--- config.mk ---
export PLATFORM = sky130hd
export DESIGN_NAME = simon_decrypt_control_flat
export DESIGN_NICKNAME = d
export VERILOG_FILES = /design/src/rtl/simon_pkg.sv /design/src/rtl/simon_decrypt_control_if.sv /design/src/rtl/SIMON_keyexpansion.sv /design/src/rtl/simon_inv_round.sv /design/src/rtl/simon_decrypt_control.sv /design/src/flat_wrapper.sv
export SDC_FILE = /design/constraint.sdc
export NUM_CORES = 1
export LEC_CHECK = 0
export ABC_AREA = 0
export BUFFER_PORTS_ARGS = -buffer_cell sky130_fd_sc_hd__buf_2
export CAP_MARGIN = 40
export CORE_UTILIZATION = 62
export DETAILED_ROUTE_END_ITERATION = 12
export GPL_TIMING_DRIVEN = 0
export PLACE_DENSITY = 0.8
export SYNTH_ARGS = -nofsm -noshare
export SYNTH_HDL_FRONTEND = slang
export SYNTH_SLANG_ARGS = --single-unit
export TNS_END_PERCENT = 5
--- constraint.sdc ---
create_clock -name clk -period 3.7 [get_ports clk]
set_input_delay 0.74 -clock clk [delete_from_list [all_inputs] [get_ports clk]]
set_output_delay 0.74 -clock clk [all_outputs]
set_load 0.1 [all_outputs]
--- src/rtl/simon_pkg.sv ---
// Shared definitions for the SIMON decryption datapath.
// Contents: FSM state type, default geometry (N/M/T/Cb), round-function
// rotation amounts and the z0 constant sequence used by key expansion.
package simon_pkg;

    localparam int unsigned N_DEF  = 16;
    localparam int unsigned M_DEF  = 4;
    localparam int unsigned T_DEF  = 32;
    localparam int unsigned CB_DEF = 5;

    // Round function f(v) = (v<<<ROT_A & v<<<ROT_B) ^ v<<<ROT_C
    localparam int unsigned ROT_A = 1;
    localparam int unsigned ROT_B = 8;
    localparam int unsigned ROT_C = 2;

    // z0 sequence; bit for round i is Z_SEQ[Z_LEN-1-(i % Z_LEN)] (leftmost first)
    localparam int unsigned Z_LEN = 62;
    localparam logic [Z_LEN-1:0] Z_SEQ =
        62'b11111010001001010110000111001101111101000100101011000011100110;

    typedef enum logic [2:0] {
        IDLE,
        LOAD,
        EXPAND,
        DECRYPT,
        DONE
    } state_t;

endpackage

--- src/rtl/simon_decrypt_control_if.sv ---
// Request/response bundle between a SIMON client and the decrypt controller.
// master: drives newData/newKey/readData/cipher/key, observes doneData/doneKey/plain.
// slave : the controller side.
interface simon_decrypt_control_if
    import simon_pkg::*;
#(
    parameter int unsigned N = N_DEF,
    parameter int unsigned M = M_DEF
);
    logic                  newData;
    logic                  newKey;
    logic                  readData;
    logic [2*N-1:0]        cipher;
    logic [M-1:0][N-1:0]   key;
    logic                  doneData;
    logic                  doneKey;
    logic [2*N-1:0]        plain;

    modport master (
        output newData, newKey, readData, cipher, key,
        input  doneData, doneKey, plain
    );

    modport slave (
        input  newData, newKey, readData, cipher, key,
        output doneData, doneKey, plain
    );
endinterface

--- src/rtl/SIMON_keyexpansion.sv ---
// SIMON key-schedule step (m = 4): produces k[i+4] from k[i], k[i+1], k[i+3]
// and the round index i.
// Ports: k0/k1/k3 = k[i]/k[i+1]/k[i+3], round = i, next_word = k[i+4].
module SIMON_keyexpansion
    import simon_pkg::*;
#(
    parameter int unsigned N  = N_DEF,
    parameter int unsigned Cb = CB_DEF
)(
    input  logic [N-1:0]  k0,
    input  logic [N-1:0]  k1,
    input  logic [N-1:0]  k3,
    input  logic [Cb-1:0] round,
    output logic [N-1:0]  next_word
);
    localparam int unsigned ZW = $clog2(Z_LEN);

    logic [N-1:0]  t0;
    logic [N-1:0]  t1;
    logic [ZW-1:0] z_idx;
    logic          z_bit;

    // t1 = (I ^ S^-1)(S^-3 k3 ^ k1), S^-1 = rotate right
    assign t0 = {k3[2:0], k3[N-1:3]} ^ k1;
    assign t1 = t0 ^ {t0[0], t0[N-1:1]};

    assign z_idx = ZW'(Z_LEN - 1 - (32'(round) % Z_LEN));
    assign z_bit = Z_SEQ[z_idx];

    // ~k0 ^ 3 is k0 ^ c with c = 2^N - 4
    assign next_word = ~k0 ^ t1 ^ N'(3) ^ N'(z_bit);
endmodule

--- src/rtl/simon_inv_round.sv ---
// One SIMON inverse round, purely combinational.
// Ports: in = {x', y'}, key = round key, out = {y', x' ^ f(y') ^ key}.
module simon_inv_round
    import simon_pkg::*;
#(
    parameter int unsigned N = N_DEF
)(
    input  logic [2*N-1:0] in,
    input  logic [N-1:0]   key,
    output logic [2*N-1:0] out
);
    logic [N-1:0] x;
    logic [N-1:0] y;
    logic [N-1:0] ra;
    logic [N-1:0] rb;
    logic [N-1:0] rc;
    logic [N-1:0] f;

    assign x  = in[2*N-1:N];
    assign y  = in[N-1:0];

    assign ra = (y << ROT_A) | (y >> (N - ROT_A));
    assign rb = (y << ROT_B) | (y >> (N - ROT_B));
    assign rc = (y << ROT_C) | (y >> (N - ROT_C));
    assign f  = (ra & rb) ^ rc;

    assign out = {y, x ^ f ^ key};
endmodule

--- src/rtl/simon_decrypt_control.sv ---
// Iterative SIMON decryptor: expands the key schedule forward (skipped when
// the cached table is still valid), then runs one inverse round per clock
// with round keys in reverse order.
// Ports: clk, nR (sync active-low reset), bus (slave side of
// simon_decrypt_control_if: newData/newKey/readData/cipher/key in,
// doneData/doneKey/plain out, all outputs registered).
module simon_decrypt_control
    import simon_pkg::*;
#(
    parameter int unsigned N  = N_DEF,
    parameter int unsigned M  = M_DEF,
    parameter int unsigned T  = T_DEF,
    parameter int unsigned Cb = CB_DEF
)(
    input  logic                   clk,
    input  logic                   nR,
    simon_decrypt_control_if.slave bus
);
    if ((2 ** Cb) < T) begin : g_cb_check
        $error("simon_decrypt_control: Cb too narrow for T rounds");
    end

    localparam logic [Cb-1:0] CNT_LAST = Cb'(T - 1);
    localparam logic [Cb-1:0] CNT_ZERO = '0;

    state_t              state;
    state_t              state_next;
    logic [Cb-1:0]       count;
    logic                expand_req;
    logic [2*N-1:0]      p;
    logic [2*N-1:0]      p_next;
    logic [M-1:0][N-1:0] pkeys;
    logic [N-1:0]        keys [T];
    logic [N-1:0]        next_word;
    logic                done_data;
    logic                done_key;
    logic [2*N-1:0]      plain_q;

    // Next schedule word for round `count` from the sliding key window
    SIMON_keyexpansion #(.N(N), .Cb(Cb)) u_kexp (
        .k0        (pkeys[0]),
        .k1        (pkeys[1]),
        .k3        (pkeys[M-1]),
        .round     (count),
        .next_word (next_word)
    );

    simon_inv_round #(.N(N)) u_inv (
        .in  (p),
        .key (keys[count]),
        .out (p_next)
    );

    // State register
    always_ff @(posedge clk) begin
        if (!nR) begin
            state <= IDLE;
        end else begin
            state <= state_next;
        end
    end

    // Next-state logic
    always_comb begin
        state_next = state;
        unique case (state)
            IDLE:    if (bus.newData)         state_next = LOAD;
            LOAD:    state_next = expand_req ? EXPAND : DECRYPT;
            EXPAND:  if (count == CNT_LAST)   state_next = DECRYPT;
            DECRYPT: if (count == CNT_ZERO)   state_next = DONE;
            DONE:    if (bus.readData)        state_next = IDLE;
            default: state_next = IDLE;
        endcase
    end

    // Datapath, round-key table and registered outputs
    always_ff @(posedge clk) begin
        if (!nR) begin
            count      <= '0;
            expand_req <= 1'b0;
            p          <= '0;
            pkeys      <= '0;
            done_data  <= 1'b0;
            done_key   <= 1'b0;
            plain_q    <= '0;
            for (int i = 0; i < T; i++) begin
                keys[i] <= '0;
            end
        end else begin
            unique case (state)
                IDLE: begin
                    // A missing table forces expansion even if newKey is low
                    if (bus.newData) begin
                        expand_req <= bus.newKey | ~done_key;
                    end
                end
                LOAD: begin
                    p         <= bus.cipher;
                    pkeys     <= bus.key;
                    done_data <= 1'b0;
                    if (expand_req) begin
                        count    <= CNT_ZERO;
                        done_key <= 1'b0;
                    end else begin
                        count    <= CNT_LAST;
                    end
                end
                EXPAND: begin
                    keys[count] <= pkeys[0];
                    pkeys       <= {next_word, pkeys[M-1:1]};
                    // count parks at T-1, which is where decryption starts
                    if (count == CNT_LAST) begin
                        done_key <= 1'b1;
                    end else begin
                        count <= count + Cb'(1);
                    end
                end
                DECRYPT: begin
                    p <= p_next;
                    if (count != CNT_ZERO) begin
                        count <= count - Cb'(1);
                    end
                end
                DONE: begin
                    plain_q   <= p;
                    done_data <= 1'b1;
                end
                default: ;
            endcase
        end
    end

    assign bus.doneData = done_data;
    assign bus.doneKey  = done_key;
    assign bus.plain    = plain_q;
endmodule

--- src/flat_wrapper.sv ---
// flat-port wrapper written by rule: the top's interface ports become plain ports
module simon_decrypt_control_flat import simon_pkg::*;
#(
    parameter int unsigned N  = N_DEF,
    parameter int unsigned M  = M_DEF,
    parameter int unsigned T  = T_DEF,
    parameter int unsigned Cb = CB_DEF
)
  (clk, nR, bus_newData, bus_newKey, bus_readData, bus_cipher, bus_key, bus_doneData, bus_doneKey, bus_plain);
  simon_decrypt_control_if #(.N(N), .M(M)) bus_i ();
  input  logic clk;
  input  logic nR;
  input wire logic [$bits(bus_i.newData)-1:0] bus_newData;
  input wire logic [$bits(bus_i.newKey)-1:0] bus_newKey;
  input wire logic [$bits(bus_i.readData)-1:0] bus_readData;
  input wire logic [$bits(bus_i.cipher)-1:0] bus_cipher;
  input wire logic [$bits(bus_i.key)-1:0] bus_key;
  output wire logic [$bits(bus_i.doneData)-1:0] bus_doneData;
  output wire logic [$bits(bus_i.doneKey)-1:0] bus_doneKey;
  output wire logic [$bits(bus_i.plain)-1:0] bus_plain;
  assign bus_i.newData = bus_newData;
  assign bus_i.newKey = bus_newKey;
  assign bus_i.readData = bus_readData;
  assign bus_i.cipher = bus_cipher;
  assign bus_i.key = bus_key;
  assign bus_doneData = bus_i.doneData;
  assign bus_doneKey = bus_i.doneKey;
  assign bus_plain = bus_i.plain;
  simon_decrypt_control #(.N(N), .M(M), .T(T), .Cb(Cb)) u_core (.clk(clk), .nR(nR), .bus(bus_i));
endmodule
After elaboration in Yosys (flattened, before gate mapping)
Memories as Yosys holds them, arrays and structs flattened. A register that Yosys moved wholly into a read port is not among the register bits.
Cells that the tools add are included.
{ "word_totals": {"out_inout_bits": 34, "ramBits": 512, "mem_count": 2, "romBits": 64, "reg_bits": 139} }
{ "memory_table": {"columns": ["name", "depth", "word_bits", "rd", "rd_clocked_by_memory_dff", "write_ports", "line_no", "source"], "rows": [
  ["u_core.keys", 32, 16, 1, 1, 32, "simon_decrypt_control.sv:33", "logic [N-1:0] keys [T];"],
  ["(no name shown)", 64, 1, 1, 0, 0, "SIMON_keyexpansion.sv:28", "assign z_bit = Z_SEQ[z_idx];"]
]} }
{ "classes": {"n_mux": 26, "eq_ne": 12, "n_lt_le_gt_ge": 1, "div_mod_pow": 1, "n_reduce_logical": 12, "bitwise": 15, "addsub": 3} }
{ "op_table": {"columns": ["cell", "count"], "rows": [
  ["$pmux 64 s2", 1],
  ["$xor 16x16->16", 6],
  ["$pmux 32 s2", 1],
  ["$mod 5x6->32 const B", 1],
  ["$mux 5", 6],
  ["$and 16x16->16", 1],
  ["$mux 16", 1],
  ["$not 16->16", 1],
  ["$or 16x1->16", 1],
  ["$or 16x2->16", 1],
  ["$or 16x8->16", 1],
  ["$reduce_or 16->1", 1],
  ["$xor 16x1->16", 1],
  ["$pmux 3 s5", 1],
  ["$pmux 5 s3", 1],
  ["$mux 3", 4],
  ["$mux 1", 9],
  ["$ne 2x1->1 const B", 4],
  ["$lt 6x7->1 const B", 1],
  ["$eq 3x2->1 const B", 2],
  ["$ne 2x2->1 const B", 3],
  ["$reduce_and 3->1", 2],
  ["$reduce_bool 2->1", 3],
  ["$sub 6x6->6 const A", 1],
  ["other kinds (15)", 16]
]} }

Longest topological paths before layout
{ "depth": {"ltp_word": 6, "mapped_depth": 10, "depth_no_buf": 9} }

By module
From an unflattened synthesis, not the netlist that was laid out.
{ "unflattened": {"hier_cells": 2400, "hier_area_um2": 30758.2} }
{ "modules_own_cells": {"columns": ["module", "seq_area_each_um2", "instances", "area_per_inst_um2", "cells_each"], "rows": [
  ["simon_decrypt_control", 18257.5, 1, 29398.2, 2258],
  ["simon_inv_round", 0.0, 1, 680.7, 64],
  ["SIMON_keyexpansion", 0.0, 1, 679.4, 78]
]} }

Worst setup path before layout
OpenSTA, ideal clock, no wires.
{ "synth_timing": {"path_kind": "input port to flip-flop", "startpoint": "in nR", "endpoint": "mem u_core.keys[12][0] (netlist name) (enable)", "path_stages": 6, "setup_slack_ps": 466, "arrival_ps": 2823, "t_required_ps": 3289, "path_buffers": 2, "setup_time_ps": 411, "cell_sequence": "buf_4 > nand2b_2 > nor3_1 > nand2_1 > clkbuf_1 > o21ai_0"} }
{ "synth_lines": {"columns": ["element", "line_no", "source"], "rows": [
  ["start: declaration", "flat_wrapper.sv:12", "input logic nR;"],
  ["end: declaration", "simon_decrypt_control.sv:33", null]
]} }

==> out/results.tsv <==
stage	metric	value	unit
status	status	complete, no violations	
power	Leak	12.9	nW
sta	final hold violation count	0	
floorplan	Die X-Extent	225	um
worst_setup_path	crit-path most repeated cell	clkbuf_1	
job	number of max-cap violations	0	
worst_setup_path	CP Buf/Inv Count	2	
synthesis	Mapped Avg Cell Area	13.0	um^2
cts	CTS Buffer Depth	3	
finish	Area growth syn-to-layout	14.2	%
global_routing	initial antenna violation count	4	
detailed_routing	DRC	0	
placement	DP HPWL	67.1	mm
cts	CTS tree	yes	
worst_setup_path	CP Launch Point	u_core.state[2]$_SDFFE_PN0P_	
floorplan	CORE AREA	0.0488	mm^2
sta	Tcrit/Tclk final	0.928	
worst_hold_path	Hold Path Class	in -> reg	
worst_hold_path	Hold Startpoint	bus_newKey	
cts	cts hold-fix bufs	0	
synthesis	number of flops mapped to enable cells by yosys	512	
sta	final hold slack	0.393	ns
sta	Worst-Margin Slew	1.02	ns
synthesis	register area share after synthesis	0.595	
floorplan	initial core utilization	0.628	
worst_setup_path	Crit path max-delay family	simple AND/OR/NAND/NOR gates	
cts	Root Driver	clkbuf_16	
detailed_routing	drt pass-1 iters	6	
sta	pins over their slew limit	0	
detailed_routing	WL per Instance	28.2	um
worst_setup_path	worst stage delay on the critical path	0.62	ns
worst_setup_path	data required time of the critical path	4.17	ns
worst_setup_path	WS Path Type	reg -> reg	
cts	post-CTS setup buffer count	0	
sta	TNS Setup	0	ns
worst_setup_path	Worst path slowest cell	nor2_1	
sta	Slew headroom	0.322	
cts	H-tree depth	3	
worst_setup_path	Worst setup EP type	register	
worst_setup_path	worst endpoint data arrival time	3.90	ns
sta	crit path time final	3.43	ns
synthesis	syn_nets	2471	
global_routing	grt ovf	0	
synthesis	synthesized cell area	0.0307	mm^2
sta	RSZ-0062 raised after global routing	no	
global_routing	first-pass GRT wire length	137	mm
cts	total CTS buffers	69	
sta	final setup vio count	0	
synthesis	post-synthesis cell type count	61	
cts	Skew-Pair Late Insertion Delay	0.62	ns
finish	fraction of layout cells with a size suffix above 1	0.170	
cts	post-cts gate resize count	0	
synthesis	synthesized flop and latch total	656	
cts	Reg clk slew, reported paths	0.06	ns
sta	Fmax	291	MHz
placement	Place WS	-0.128	ns
detailed_routing	via-per-instance ratio	6.43	
detailed_routing	final WL	93.5	mm
detailed_routing	DRT antenna net count	0	
cts	CTS Sinks	656	
worst_setup_path	Max FO, Critical Path	10	
power	Peak VDD IR	0.428	mV
global_routing	Tot GR Track Use	0.380	
finish	fin nets	2711	
detailed_routing	drt initial violations	2545	
detailed_routing	vias post-DR	21356	
global_routing	vias in the first global route	21248	
floorplan	# rows	81	
placement	GP Congestion	0.973	
placement	Port Buf Inserts	133	
floorplan	io pins	135	
finish	multi-input logic area	0.0116	mm^2
synthesis	Syn Inst Count	2362	
floorplan	die area	0.0504	mm^2
power	cell area power density	622	mW/mm^2
synthesis	top_reg_cell synth	edfxtp_1	
sta	setup slack after layout	0.267	ns
synthesis	synth warn	0	
global_routing	largest net degree at the start of global routing	15	
worst_setup_path	crit path launch type	register	
finish	Post-Layout Inst Area	0.0350	mm^2
placement	Placement Cell Area	0.0328	mm^2
finish	Filler cells	3333	
sta	skew final	0.0274	ns
finish	register area	0.0183	mm^2
worst_setup_path	reg2reg start	u_core.state[2]$_SDFFE_PN0P_	
synthesis	ys async rst share	0	
floorplan	die height	225	um
worst_setup_path	CP Cell Sequence	nand2b_2 -> nor3_1 -> nand2_1 -> clkbuf_1 -> nor2_1 -> clkbuf_1 -> and2_1	
[worst paths after layout]
| path | cells past startpoint | slack (ns) | end |
|---|---|---|---|
| hold reg to reg | 2 | 0.45 | u_core.bus.plain[5]$_SDFFE_PN0P_ |
| setup / recovery | 7 | 0.27 | u_core.keys[19][14]$_SDFFCE_PN0P_ |
| hold / removal | 3 | 0.39 | u_core.expand_req$_SDFFE_PN0P_ |
| setup reg to reg | 7 | 0.27 | u_core.keys[19][14]$_SDFFCE_PN0P_ |
[cells in the final DEF, fill, tap and decap left out, types with 27 or more instances in the layout]
cell type / Yosys / final
edfxtp_1: 512 / 512
xor2_1: 27 / 27
dfxtp_1: 144 / 144
clkbuf_1: 148 / 166
mux4_1: 44 / 44
o21ai_0: 63 / 31
a21oi_1: 50 / 50
xnor2_1: 80 / 80
mux4_2: 85 / 85
and2_1: 516 / 516
buf_2: 20 / 155
o22ai_1: 48 / 48
nor2_1: 139 / 139
o21ai_2: 0 / 32
clkbuf_16: 0 / 73
mux2i_1: 32 / 32
a311oi_1: 57 / 57
nand2_1: 224 / 224
[worst register-to-register path, cell delays in order (launching register included)]
cell	delay (ns)
dfxtp_1	0.32
nand2b_2	0.21
nor3_1	0.45
nand2_1	0.38
clkbuf_1	0.53
nor2_1	0.63
clkbuf_1	0.55
and2_1	0.23
[sequential cells by signal (all words and copies together) (netlist names), named ones only]
signal               flops
u_core.state             3
u_core.p                32
u_core.bus.doneData      1
u_core.count             5
u_core.expand_req        1
u_core.pkeys            64
u_core.bus.doneKey       1
u_core.bus.plain        32
u_core.keys            512
[power by group]
part           leakage, nW  internal, mW  total, mW  switching [mW]
clock network         1.08          3.92       6.83            2.91
logic                 5.33          2.21       5.89            3.68
registers             6.47          8.44       9.06           0.625
[kinds of logic after synthesis]
kind of cell    count (synthesis)  synth area share
simple gates                  942             0.165
buf+inv                       203            0.0323
xor+xnor                      109            0.0320
fa+ha+maj                       8           0.00326
compound gates                282            0.0623
flops                         656             0.595
mux                           162             0.111
[area by class of cell]
class                           instances  area share
Timing Repair Buffer                  169      0.0343
Multi-Input combinational cell       1503       0.330
Inverter                                7    0.000750
Tap cell                              664      0.0237
Sequential cell                       656       0.521
Clock inverter                         34     0.00810
Clock buffer                           92      0.0544
Antenna cell                            1   0.0000714
Buffer                                196      0.0276
[metrics by stage]
step	utilization	instances	power (mW)
global route	0.717	3322	22.3
global placement	0.659	3159	14.7
CTS	0.717	3320	21.6
floorplan	-	2362	12.7
finish	0.717	3322	21.8
detailed placement	0.672	3194	14.9
[synthesized netlist by cell type (4+ instances only)]
master | instances | area, um^2
and2_1 | 516 | 3230
nor3_1 | 9 | 45.0
inv_1 | 6 | 22.5
nand3b_1 | 5 | 37.5
a211oi_1 | 23 | 173
clkbuf_1 | 148 | 556
o22ai_1 | 48 | 300
nand2b_1 | 7 | 43.8
buf_6 | 10 | 113
nor2_1 | 139 | 522
mux4_2 | 85 | 1910
nor2b_1 | 6 | 37.5
a221oi_2 | 4 | 60.1
a21oi_1 | 50 | 250
a221oi_1 | 11 | 96.3
xnor2_1 | 80 | 701
buf_12 | 6 | 120
nand2_1 | 224 | 841
a22o_1 | 5 | 43.8
nand3_1 | 11 | 55.1
edfxtp_1 | 512 | 15400
o31ai_1 | 6 | 45.0
buf_2 | 20 | 100
xor2_1 | 27 | 236
nor4_2 | 10 | 125
buf_4 | 4 | 30.0
a311oi_1 | 57 | 499
clkbuf_2 | 5 | 25.0
o21ai_0 | 63 | 315
mux4_1 | 44 | 1160
dfxtp_1 | 144 | 2880
mux2i_1 | 32 | 320
ha_1 | 8 | 100
[per-layer routing]
layer	global-route usage	vias up	wire length (um)
met1	0.490	10631	34100
met5	0	-	0
met2	0.585	1377	42700
li1	-	9074	-
met4	0.190	0	4980
met3	0.117	274	11700
Note: power is estimated with default switching activity, not from simulation.
